<file path="src/rtl/cic3_decim_ctrl_if.sv">
// Downstream sample handshake bundle for cic3_decim_ctrl.
// CIC3_DECIM_CTRL_TIMESTAMP_EN adds the sample_seq tag.
interface cic3_decim_ctrl_if #(
    parameter int NUMBITS = 25
);
    logic [NUMBITS-1:0] sample_data;
    logic               sample_valid;
    logic               sample_ready;
    logic               overrun;
    logic               overrun_clr;
`ifdef CIC3_DECIM_CTRL_TIMESTAMP_EN
    logic [15:0]        sample_seq;

    modport master (output sample_data, sample_valid, overrun, sample_seq,
                    input  sample_ready, overrun_clr);
    modport slave  (input  sample_data, sample_valid, overrun, sample_seq,
                    output sample_ready, overrun_clr);
`else
    modport master (output sample_data, sample_valid, overrun,
                    input  sample_ready, overrun_clr);
    modport slave  (input  sample_data, sample_valid, overrun,
                    output sample_ready, overrun_clr);
`endif
endinterface

</file>
<file path="src/rtl/cic3_decim_ctrl.sv">
// Sequencing controller for a third-order CIC decimator: divider, settle discard,
// capture and valid/ready delivery. CIC3_DECIM_CTRL_TIMESTAMP_EN adds sample_seq.
module cic3_decim_ctrl #(
    parameter int DECIMATION_FACTOR = 256,
    parameter int CLOCK_WIDTH       = $clog2(DECIMATION_FACTOR),
    parameter int NUMBITS           = 3*CLOCK_WIDTH+1,
    parameter int SETTLE_SAMPLES    = 3,
    parameter int CAPTURE_DELAY     = 4
) (
    input  logic               clk,
    input  logic               reset_n,
    input  logic               enable,
    input  logic [NUMBITS-1:0] cic_out,
    output logic               divided_clk,
    output logic               busy,
    cic3_decim_ctrl_if.master  smp
);
    localparam int SW = (SETTLE_SAMPLES > 1) ? $clog2(SETTLE_SAMPLES + 1) : 1;

    typedef enum logic [1:0] {IDLE, SETTLE, RUN} state_t;

    state_t                 state, state_nxt;
    logic [CLOCK_WIDTH-1:0] div_cnt, div_nxt;
    logic [SW-1:0]          settle_cnt;
    logic [NUMBITS-1:0]     data_q;
    logic                   valid_q, ovr_q;
    logic                   active, run_go, cap_stb, settle_last;
    logic                   run_stb, load, drop, xfer;

    assign active      = (state != IDLE);
    assign run_go      = active && enable;
    assign cap_stb     = active && (div_cnt == CLOCK_WIDTH'(CAPTURE_DELAY));
    assign settle_last = (int'(settle_cnt) == SETTLE_SAMPLES - 1);
    assign run_stb     = run_go && (state == RUN) && cap_stb;
    assign xfer        = valid_q && smp.sample_ready;
    assign load        = run_stb && (!valid_q || smp.sample_ready);
    assign drop        = run_stb && valid_q && !smp.sample_ready;
    assign div_nxt     = run_go ? div_cnt + CLOCK_WIDTH'(1) : '0;

    always_comb begin
        state_nxt = state;
        case (state)
            IDLE:    if (enable) state_nxt = (SETTLE_SAMPLES == 0) ? RUN : SETTLE;
            SETTLE:  if (!enable) state_nxt = IDLE;
                     else if (cap_stb && settle_last) state_nxt = RUN;
            RUN:     if (!enable) state_nxt = IDLE;
            default: state_nxt = IDLE;
        endcase
    end

    always_ff @(posedge clk or negedge reset_n) begin
        if (!reset_n) begin
            state       <= IDLE;
            div_cnt     <= '0;
            divided_clk <= 1'b0;
            settle_cnt  <= '0;
        end else begin
            state       <= state_nxt;
            div_cnt     <= div_nxt;
            // Factor is a power of two, so "next >= D/2" is just the counter MSB.
            divided_clk <= div_nxt[CLOCK_WIDTH-1];
            if (state == IDLE)
                settle_cnt <= '0;
            else if (run_go && state == SETTLE && cap_stb)
                settle_cnt <= settle_cnt + SW'(1);
        end
    end

    always_ff @(posedge clk or negedge reset_n) begin
        if (!reset_n) begin
            data_q  <= '0;
            valid_q <= 1'b0;
            ovr_q   <= 1'b0;
        end else begin
            if (load)
                data_q <= cic_out;
            if (!enable)
                valid_q <= 1'b0;
            else if (load)
                valid_q <= 1'b1;
            else if (xfer)
                valid_q <= 1'b0;
            // A drop in the same cycle as a clear must stay visible.
            if (drop)
                ovr_q <= 1'b1;
            else if (smp.overrun_clr)
                ovr_q <= 1'b0;
        end
    end

`ifdef CIC3_DECIM_CTRL_TIMESTAMP_EN
    logic [15:0] seq_cnt, seq_q;

    // Counts every RUN strobe, dropped ones included, so gaps show in the tag.
    always_ff @(posedge clk or negedge reset_n) begin
        if (!reset_n) begin
            seq_cnt <= '0;
            seq_q   <= '0;
        end else begin
            if (state == IDLE)
                seq_cnt <= '0;
            else if (run_stb)
                seq_cnt <= seq_cnt + 16'd1;
            if (load)
                seq_q <= seq_cnt;
        end
    end

    assign smp.sample_seq = seq_q;
`endif

    assign busy             = active;
    assign smp.sample_data  = data_q;
    assign smp.sample_valid = valid_q;
    assign smp.overrun      = ovr_q;
endmodule

</file>
<file path="src/flat_wrapper.sv">
// flat-port wrapper written by rule: the top's interface ports become plain ports
module cic3_decim_ctrl_flat 
#(
    parameter int DECIMATION_FACTOR = 256,
    parameter int CLOCK_WIDTH       = $clog2(DECIMATION_FACTOR),
    parameter int NUMBITS           = 3*CLOCK_WIDTH+1,
    parameter int SETTLE_SAMPLES    = 3,
    parameter int CAPTURE_DELAY     = 4
)
  (clk, reset_n, enable, cic_out, divided_clk, busy, smp_sample_data, smp_sample_valid, smp_overrun, smp_sample_ready, smp_overrun_clr);
  cic3_decim_ctrl_if #(.NUMBITS(NUMBITS)) smp_i ();
  input  logic clk;
  input  logic reset_n;
  input  logic enable;
  input  logic [NUMBITS-1:0] cic_out;
  output logic divided_clk;
  output logic busy;
  output wire logic [$bits(smp_i.sample_data)-1:0] smp_sample_data;
  output wire logic [$bits(smp_i.sample_valid)-1:0] smp_sample_valid;
  output wire logic [$bits(smp_i.overrun)-1:0] smp_overrun;
  input wire logic [$bits(smp_i.sample_ready)-1:0] smp_sample_ready;
  input wire logic [$bits(smp_i.overrun_clr)-1:0] smp_overrun_clr;
  assign smp_sample_data = smp_i.sample_data;
  assign smp_sample_valid = smp_i.sample_valid;
  assign smp_overrun = smp_i.overrun;
  assign smp_i.sample_ready = smp_sample_ready;
  assign smp_i.overrun_clr = smp_overrun_clr;
  cic3_decim_ctrl #(.DECIMATION_FACTOR(DECIMATION_FACTOR), .CLOCK_WIDTH(CLOCK_WIDTH), .NUMBITS(NUMBITS), .SETTLE_SAMPLES(SETTLE_SAMPLES), .CAPTURE_DELAY(CAPTURE_DELAY)) u_core (.clk(clk), .reset_n(reset_n), .enable(enable), .cic_out(cic_out), .divided_clk(divided_clk), .busy(busy), .smp(smp_i));
endmodule
</file>
<file path="config.mk">
export PLATFORM = sky130hd
export DESIGN_NAME = cic3_decim_ctrl_flat
export DESIGN_NICKNAME = d
export VERILOG_FILES = /design/src/rtl/cic3_decim_ctrl_if.sv /design/src/rtl/cic3_decim_ctrl.sv /design/src/flat_wrapper.sv
export SDC_FILE = /design/constraint.sdc
export NUM_CORES = 1
export LEC_CHECK = 0
export BUFFER_PORTS_ARGS = -buffer_cell sky130_fd_sc_hd__buf_2
export CORE_UTILIZATION = 40
export CTS_BUF_LIST = sky130_fd_sc_hd__clkbuf_4 sky130_fd_sc_hd__clkbuf_8
export CTS_CLUSTER_DIAMETER = 200
export DETAILED_ROUTE_END_ITERATION = 16
export MAX_ROUTING_LAYER = met4
export PLACE_DENSITY = 0.76
export SLEW_MARGIN = 20
export SYNTH_ARGS = -nofsm -noshare
export SYNTH_HDL_FRONTEND = slang
export SYNTH_SLANG_ARGS = --single-unit
</file>
<file path="constraint.sdc">
create_clock -name clk -period 3.5 [get_ports clk]
set_input_delay 0.175 -clock clk [delete_from_list [all_inputs] [get_ports clk]]
set_output_delay 0.175 -clock clk [all_outputs]
set_load 0.01 [all_outputs]
</file>
==> flow_summary.json, run 1 <==
{
  "worst_slack_ns": 1.34,
  "path_clk_slew_ns": 0.07,
  "power.net_switching_mw": 0.165,
  "relSlewSlack_pct": 44.6,
  "setup_violations": 0,
  "postRouteAntennaNets": 0,
  "cts_setup_buffers": 0,
  "initial_core_util_pct": 43.0,
  "grt_overflow": 0,
  "finalMaxSlewViolations": 0,
  "endpoint_kind": "flip-flop",
  "grt_max_degree": 40,
  "drtIter0Drc": 65,
  "finalSetupTns_ns": 0,
  "cp_top_family": "simple AND/OR/NAND/NOR gates",
  "die_h_um": 68.5,
  "io_pins": 59,
  "grt_pass1_vias": 1046,
  "yosysSeqAreaShare_pct": 55.1,
  "rsz0062_at_grt": "no",
  "vdd_drop_max_v": 0.000217,
  "reg2reg_from": "u_core.div_cnt[0]",
  "wirelength_mm": 3.14,
  "syn-num-nets": 160,
  "min_path_type": "input port to async pin",
  "p_per_area_nw_per_um2": 364,
  "die-width_um": 68.5,
  "leakage_nw": 1.14,
  "r2r_cells": 6,
  "drtPass1Iterations": 4,
  "synth_area_um2": 1770,
  "internal_power_mw": 0.623,
  "cp_slowest_cell": "dfrtp_1",
  "fin_area_um2": 2170,
  "place_area_um2": 2080,
  "fillers": 354,
  "period_minus_slack_ns": 2.16,
  "cts_max_path_buffers": 2,
  "dp_hpwl_mm": 2.22,
  "p_seq_share_pct": 57.7,
  "r2r-end": "u_core.smp.sample_data[10]",
  "yosys_warnings": 0,
  "finalNetCount": 223,
  "grt_pass1_wl_mm": 4.73,
  "area_growth_pct": 22.4,
  "r2r_slack_ns": 1.34,
  "slowest_delay_ns": 0.44,
  "clock_latency_ns": 0.28,
  "n_antenna_cell": 0,
  "cap_violations": 0,
  "die-area_um2": 4700,
  "p_clk_share_pct": 37.7,
  "grt_antenna_before_repair": 0,
  "drive_above_1_share_pct": 50.5,
  "critical_path_class": "flip-flop to flip-flop",
  "ys_ff_latch": 39,
  "cp.depth": 6,
  "p_comb_share_pct": 4.6,
  "synth-edff-count": 0,
  "core_um2": 4120,
  "avgRoutedWirePerCell_um": 13.1,
  "cts_root_buf": "clkbuf_8",
  "via_per_inst": 4.92,
  "ys.flop_type": "dfrtp_1",
  "clock-sinks": 39,
  "fin_crit_sh_pct": 61.6,
  "power_switching_share_pct": 21.0,
  "yosysMostFrequentCell": "dfrtp_1",
  "hold-worst-slack_ns": -0.0140,
  "post-place-ws_ns": 1.37,
  "cp_max_fo": 25,
  "port_buffers": 58,
  "critPathBufInv": 2,
  "start_kind": "flip-flop",
  "synth.top_cell.area_share_pct": 55.1,
  "synthTopCellsByCount": "39 x dfrtp_1, 20 x mux2_4, 6 x inv_1, 6 x nand2_1, 6 x nand3_1",
  "finalHoldViolations": 20,
  "cp_cell_sequence": "inv_1, ha_1, nor3b_1, and4_1, buf_4, mux2_2",
  "ys_types": 30,
  "skew_ns": 0.00576,
  "tightest_slew_ns": 0.831,
  "synthTopCellsByArea": "dfrtp_1 55%, mux2_4 17%, mux2_2 3.2%",
  "rows": 23,
  "syn_avg_cell_area_um2": 13.9,
  "failed_checks": "negative hold slack",
  "crit_required_ns": 3.67,
  "crit_arrival_ns": 2.32,
  "max_freq_mhz": 464,
  "postSynthCellCount": 127,
  "async_flop_share_pct": 100,
  "vias": 1180,
  "cts_tree": "done",
  "cts-htree-levels": 2,
  "finalWeightedCongestion": 0.823,
  "post-route-drc-count": 0,
  "cts_hold_buf": 0,
  "cts_resized": 0,
  "grt_use_total_pct": 14.5,
  "yosys.area.top_type": "dfrtp_1",
  "cts-buffers-inserted": 5,
  "status": "complete, but fails checks"
}
[through the flow]
stage | utilization [%] | power [mW] | instances
6_report | 52.7 | 0.789 | 240
5_1_grt | 52.7 | 0.822 | 240
4_1_cts | 52.7 | 0.799 | 240
3_5_place_dp | 50.5 | 0.501 | 233
3_3_place_gp | 50.5 | 0.500 | 233
2_1_floorplan | - | 0.473 | 127
[power groups by stage]
stage / Sequential, mW / Clock, mW / Combinational (mW)
3_5_place_dp: 0.463 / 0 / 0.0372
3_3_place_gp: 0.463 / 0 / 0.0366
2_1_floorplan: 0.463 / 0 / 0.00982
5_1_grt: 0.455 / 0.326 / 0.0418
6_report: 0.455 / 0.297 / 0.0365
4_1_cts: 0.455 / 0.307 / 0.0376
[placed cells by master (no fill, tap or decap), types with 3 or more instances in the layout]
cell	synthesis	layout
mux2_2	5	5
or3_1	3	3
inv_1	6	6
nand4_1	3	3
mux2_4	20	20
ha_1	3	3
nand2_1	6	6
nor2_1	4	4
nand3_1	6	6
a21oi_1	5	5
o21ai_0	3	3
buf_2	0	58
dfrtp_1	39	39
clkbuf_8	0	6
[per-layer routing]
layer	part of all wire [%]	up-vias	routed length (µm)	GRT usage [%]
met5	0	-	0	-
met2	42	53	1320	21.8
li1	-	573	-	-
met3	9.8	4	308	5.92
met4	1.2	0	38	5.47
met1	47	550	1470	17.4
[registers in the layout (all words and copies together), names as in the netlist]
signal,flops
u_core.smp.sample_data,25
u_core.div_cnt,8
u_core.settle_cnt,2
u_core.state,2
u_core.smp.overrun,1
u_core.smp.sample_valid,1
[layout make-up]
cell class	count	area, µm²	share of cell area (%)
sequential	39	976	45.0
multi-input combinational	79	721	33.3
timing repair buffer	59	298	13.7
clock buffer	6	82.6	3.81
tap	50	62.6	2.89
inverter	6	22.5	1.04
clock inverter	1	5.00	0.231
[kinds of logic (layout without fill, tap and decap cells)]
group           after synthesis  in the layout  synth area share, %
flops                        39             39                 55.1
simple gates                 37             37                 13.2
mux                          25             25                 20.1
compound gates               11             11                 3.75
buf+inv                       9             72                 4.17
fa+ha+maj                     3              3                 2.12
xor+xnor                      3              3                 1.48
[worst max-delay path by stage]
stage                       from                          to
4_1_cts        u_core.div_cnt[0]  u_core.smp.sample_data[10]
6_report       u_core.div_cnt[0]  u_core.smp.sample_data[10]
3_5_place_dp   u_core.div_cnt[0]  u_core.smp.sample_data[11]
3_3_place_gp   u_core.div_cnt[0]  u_core.smp.sample_data[11]
2_1_floorplan  u_core.div_cnt[0]   u_core.smp.sample_data[0]
5_1_grt        u_core.div_cnt[0]  u_core.smp.sample_data[11]
No activity file was read; power rests on OpenSTA's default activity.
==> run 2, diff against run 1 <==
--- a/config.mk
+++ b/config.mk
@@ -5,13 +5,14 @@
 export SDC_FILE = /design/constraint.sdc
 export NUM_CORES = 1
 export LEC_CHECK = 0
+export ABC_AREA = 1
 export BUFFER_PORTS_ARGS = -buffer_cell sky130_fd_sc_hd__buf_2
 export CORE_UTILIZATION = 40
 export CTS_BUF_LIST = sky130_fd_sc_hd__clkbuf_4 sky130_fd_sc_hd__clkbuf_8
 export CTS_CLUSTER_DIAMETER = 200
 export DETAILED_ROUTE_END_ITERATION = 16
 export MAX_ROUTING_LAYER = met4
-export PLACE_DENSITY = 0.76
+export PLACE_DENSITY = 0.75
 export SLEW_MARGIN = 20
 export SYNTH_ARGS = -nofsm -noshare
 export SYNTH_HDL_FRONTEND = slang
==> constraint.sdc (replaced) <==
create_clock -name clk -period 2.25 [get_ports clk]
set_input_delay 0.1125 -clock clk [delete_from_list [all_inputs] [get_ports clk]]
set_output_delay 0.1125 -clock clk [all_outputs]
set_load 0.01 [all_outputs]
==> run 2 against run 1 <==
The run now ends clean. Global-route usage up 4.1 points. Clock skew down 0.0019 ns. Wire length up 32%. Largest power group unchanged. Critical path type unchanged. Combinational power rose to 2.8 times the previous value. Sequential power up 56%. Non-clock buffer count up 2.
==> flow_summary.json, run 2 <==
{
  "ff_latch_area_um2": 976,
  "synth_top_family_by_area": "simple AND/OR/NAND/NOR gates",
  "yosys.area.top_type": "dfrtp_1",
  "yosys_warnings": 0,
  "cts_max_path_buffers": 2,
  "cap_violations": 0,
  "clock-sinks": 39,
  "synthTopCellsByArea": "dfrtp_1 53%, nand2_1 13%, nand4_1 9.2%",
  "n_antenna_cell": 0,
  "yosys.area_share.adder_pct": 2.04,
  "tightest_slew_ns": 0.873,
  "layout_commonest_cell": "nand2_1",
  "crit_arrival_ns": 1.79,
  "setup_violations": 0,
  "die_h_um": 69.8,
  "io_pins": 59,
  "min_path_type": "input port to flip-flop",
  "synth-edff-count": 0,
  "synth.top_cell.area_share_pct": 53.1,
  "finalMaxSlewViolations": 0,
  "r2r_slack_ns": 0.64,
  "syn-num-nets": 235,
  "utilization_pct": 52.3,
  "critical_path_class": "flip-flop to flip-flop",
  "finalWeightedCongestion": 0.819,
  "initial_core_util_pct": 42.0,
  "grt_pass1_wl_mm": 7.06,
  "cts_hold_buf": 1,
  "worst_slack_ns": 0.645,
  "post-route-drc-count": 0,
  "power_mw": 1.51,
  "grt_pass1_vias": 1527,
  "relSlewSlack_pct": 41.8,
  "synthMuxAreaShare_pct": 0,
  "p_per_area_nw_per_um2": 661,
  "largest_reg_flops": 25,
  "die-width_um": 69.8,
  "cts-buffers-inserted": 5,
  "yosysSeqAreaShare_pct": 53.1,
  "cts_resized": 0,
  "synth_area_um2": 1840,
  "avgRoutedWirePerCell_um": 13.1,
  "path_clk_slew_ns": 0.08,
  "grt_antenna_before_repair": 0,
  "cts_tree": "done",
  "core_um2": 4380,
  "post-place-ws_ns": 0.633,
  "syn_avg_cell_area_um2": 9.11,
  "crit_required_ns": 2.43,
  "die-area_um2": 4870,
  "synthTopCellsByCount": "65 x nand2_1, 39 x dfrtp_1, 27 x nand4_1, 13 x inv_1, 12 x nor2_1",
  "synth-xor-area-share_pct": 0.476,
  "crit_top_cell": "nand2_1",
  "endpoint_kind": "flip-flop",
  "max_freq_mhz": 623,
  "grt_overflow": 0,
  "yosysMostFrequentCell": "nand2_1",
  "ys_ff_latch": 39,
  "finalNetCount": 295,
  "cp_max_fo": 25,
  "clock_latency_ns": 0.29,
  "area_growth_pct": 24.6,
  "drtPass1Iterations": 4,
  "grt_use_total_pct": 18.7,
  "fin_crit_sh_pct": 71.3,
  "finalSetupTns_ns": 0,
  "ys_types": 23,
  "slowest_delay_ns": 0.41,
  "dp_hpwl_mm": 2.79,
  "yosys.area_share.simple_pct": 35.0,
  "grt_max_degree": 40,
  "cts_root_buf": "clkbuf_8",
  "drive_above_1_share_pct": 30.4,
  "cts_setup_buffers": 0,
  "vdd_drop_max_v": 0.000431,
  "multi_input_area_um2": 734,
  "cts-htree-levels": 2,
  "status": "completed",
  "drtIter0Drc": 71,
  "fillers": 413,
  "async_flop_share_pct": 100,
  "cp_top_family": "simple AND/OR/NAND/NOR gates",
  "postRouteAntennaNets": 0,
  "critPathBufInv": 1,
  "postSynthCellCount": 202,
  "vias": 1586,
  "cp_slowest_cell": "dfrtp_1",
  "ys.flop_type": "dfrtp_1",
  "final_cell_mix": "65 x nand2_1, 58 x buf_2, 39 x dfrtp_1",
  "wirelength_mm": 4.14,
  "leakage_nw": 1.30,
  "skew_ns": 0.00389,
  "finalHoldViolations": 0,
  "rows": 24,
  "cp_cell_sequence": "inv_1, ha_1, nand3_1, nor2_4, nand4_4, nand2_1, nand2_1",
  "start_kind": "flip-flop",
  "period_minus_slack_ns": 1.61,
  "via_per_inst": 5.03,
  "rsz0062_at_grt": "no",
  "synth-compound-area-share_pct": 2.45,
  "port_buffers": 58
}
[run 2: changes by cell type after synthesis, sizes merged, moves of 6 or more]
cell,change
inv,+11
nand2,+61
nor2,+11
nand3,+6
mux2,-25
nand4,+25
[run 2: cell families after synthesis]
kind of cell / Yosys count
xor gates and xnor gates: 1
and+or+nand+nor: 125
adders and majority gates: 3
DFF: 39
AOI/OAI and AO/OA: 9
buffers and inverters: 25
[run 2: worst paths after layout]
path,cells past startpoint,end,start
setup / recovery,7,u_core.smp.sample_data[23],u_core.div_cnt[0]
hold / removal,3,u_core.smp.sample_data[8],cic_out[8]
setup reg to reg,7,u_core.smp.sample_data[23],u_core.div_cnt[0]
hold reg to reg,2,u_core.smp.sample_data[4],u_core.smp.sample_data[4]
max in group asynchronous,2,u_core.smp.sample_data[5],reset_n
min in group asynchronous,2,u_core.smp.overrun,reset_n
[run 2: power by group]
group          total (mW)  internal (mW)  switching [mW]
combinational       0.101         0.0384          0.0628
sequential          0.712          0.706         0.00657
clock               0.700          0.455           0.244
total                1.51           1.20           0.314
[run 2: layer usage]
layer | GRT usage [%] | vias up | wire [µm]
met1 | 24.3 | 727 | 1890
li1 | - | 790 | -
met5 | - | - | 0
met3 | 3.92 | 4 | 294
met4 | 6.00 | 0 | 41
met2 | 29.3 | 65 | 1920
[run 2: per-stage QoR]
stage	instance area, µm²	hold slack (ns)	instances
global route	2290	0.0597	315
CTS	2290	0.0567	315
floorplan	1840	-0.183	202
detailed placement	2140	0.282	306
finish	2290	0.0590	315
global placement	2140	0.272	306
[run 2: layout make-up]
class / instances / share of cell area (%)
clock buffer: 6 / 3.33
clock inverter: 2 / 2.62
inverter: 17 / 2.79
multi-input combinational: 138 / 32.1
sequential: 39 / 42.6
tap: 52 / 2.84
timing repair buffer: 61 / 13.8
[run 2: worst register-to-register path, delay by kind of cell, from the launching register on]
kind / cells / cell delay [ns]
DFF: 1 / 0.41
and+or+nand+nor: 5 / 0.86
buffers and inverters: 1 / 0.07
adders and majority gates: 1 / 0.16
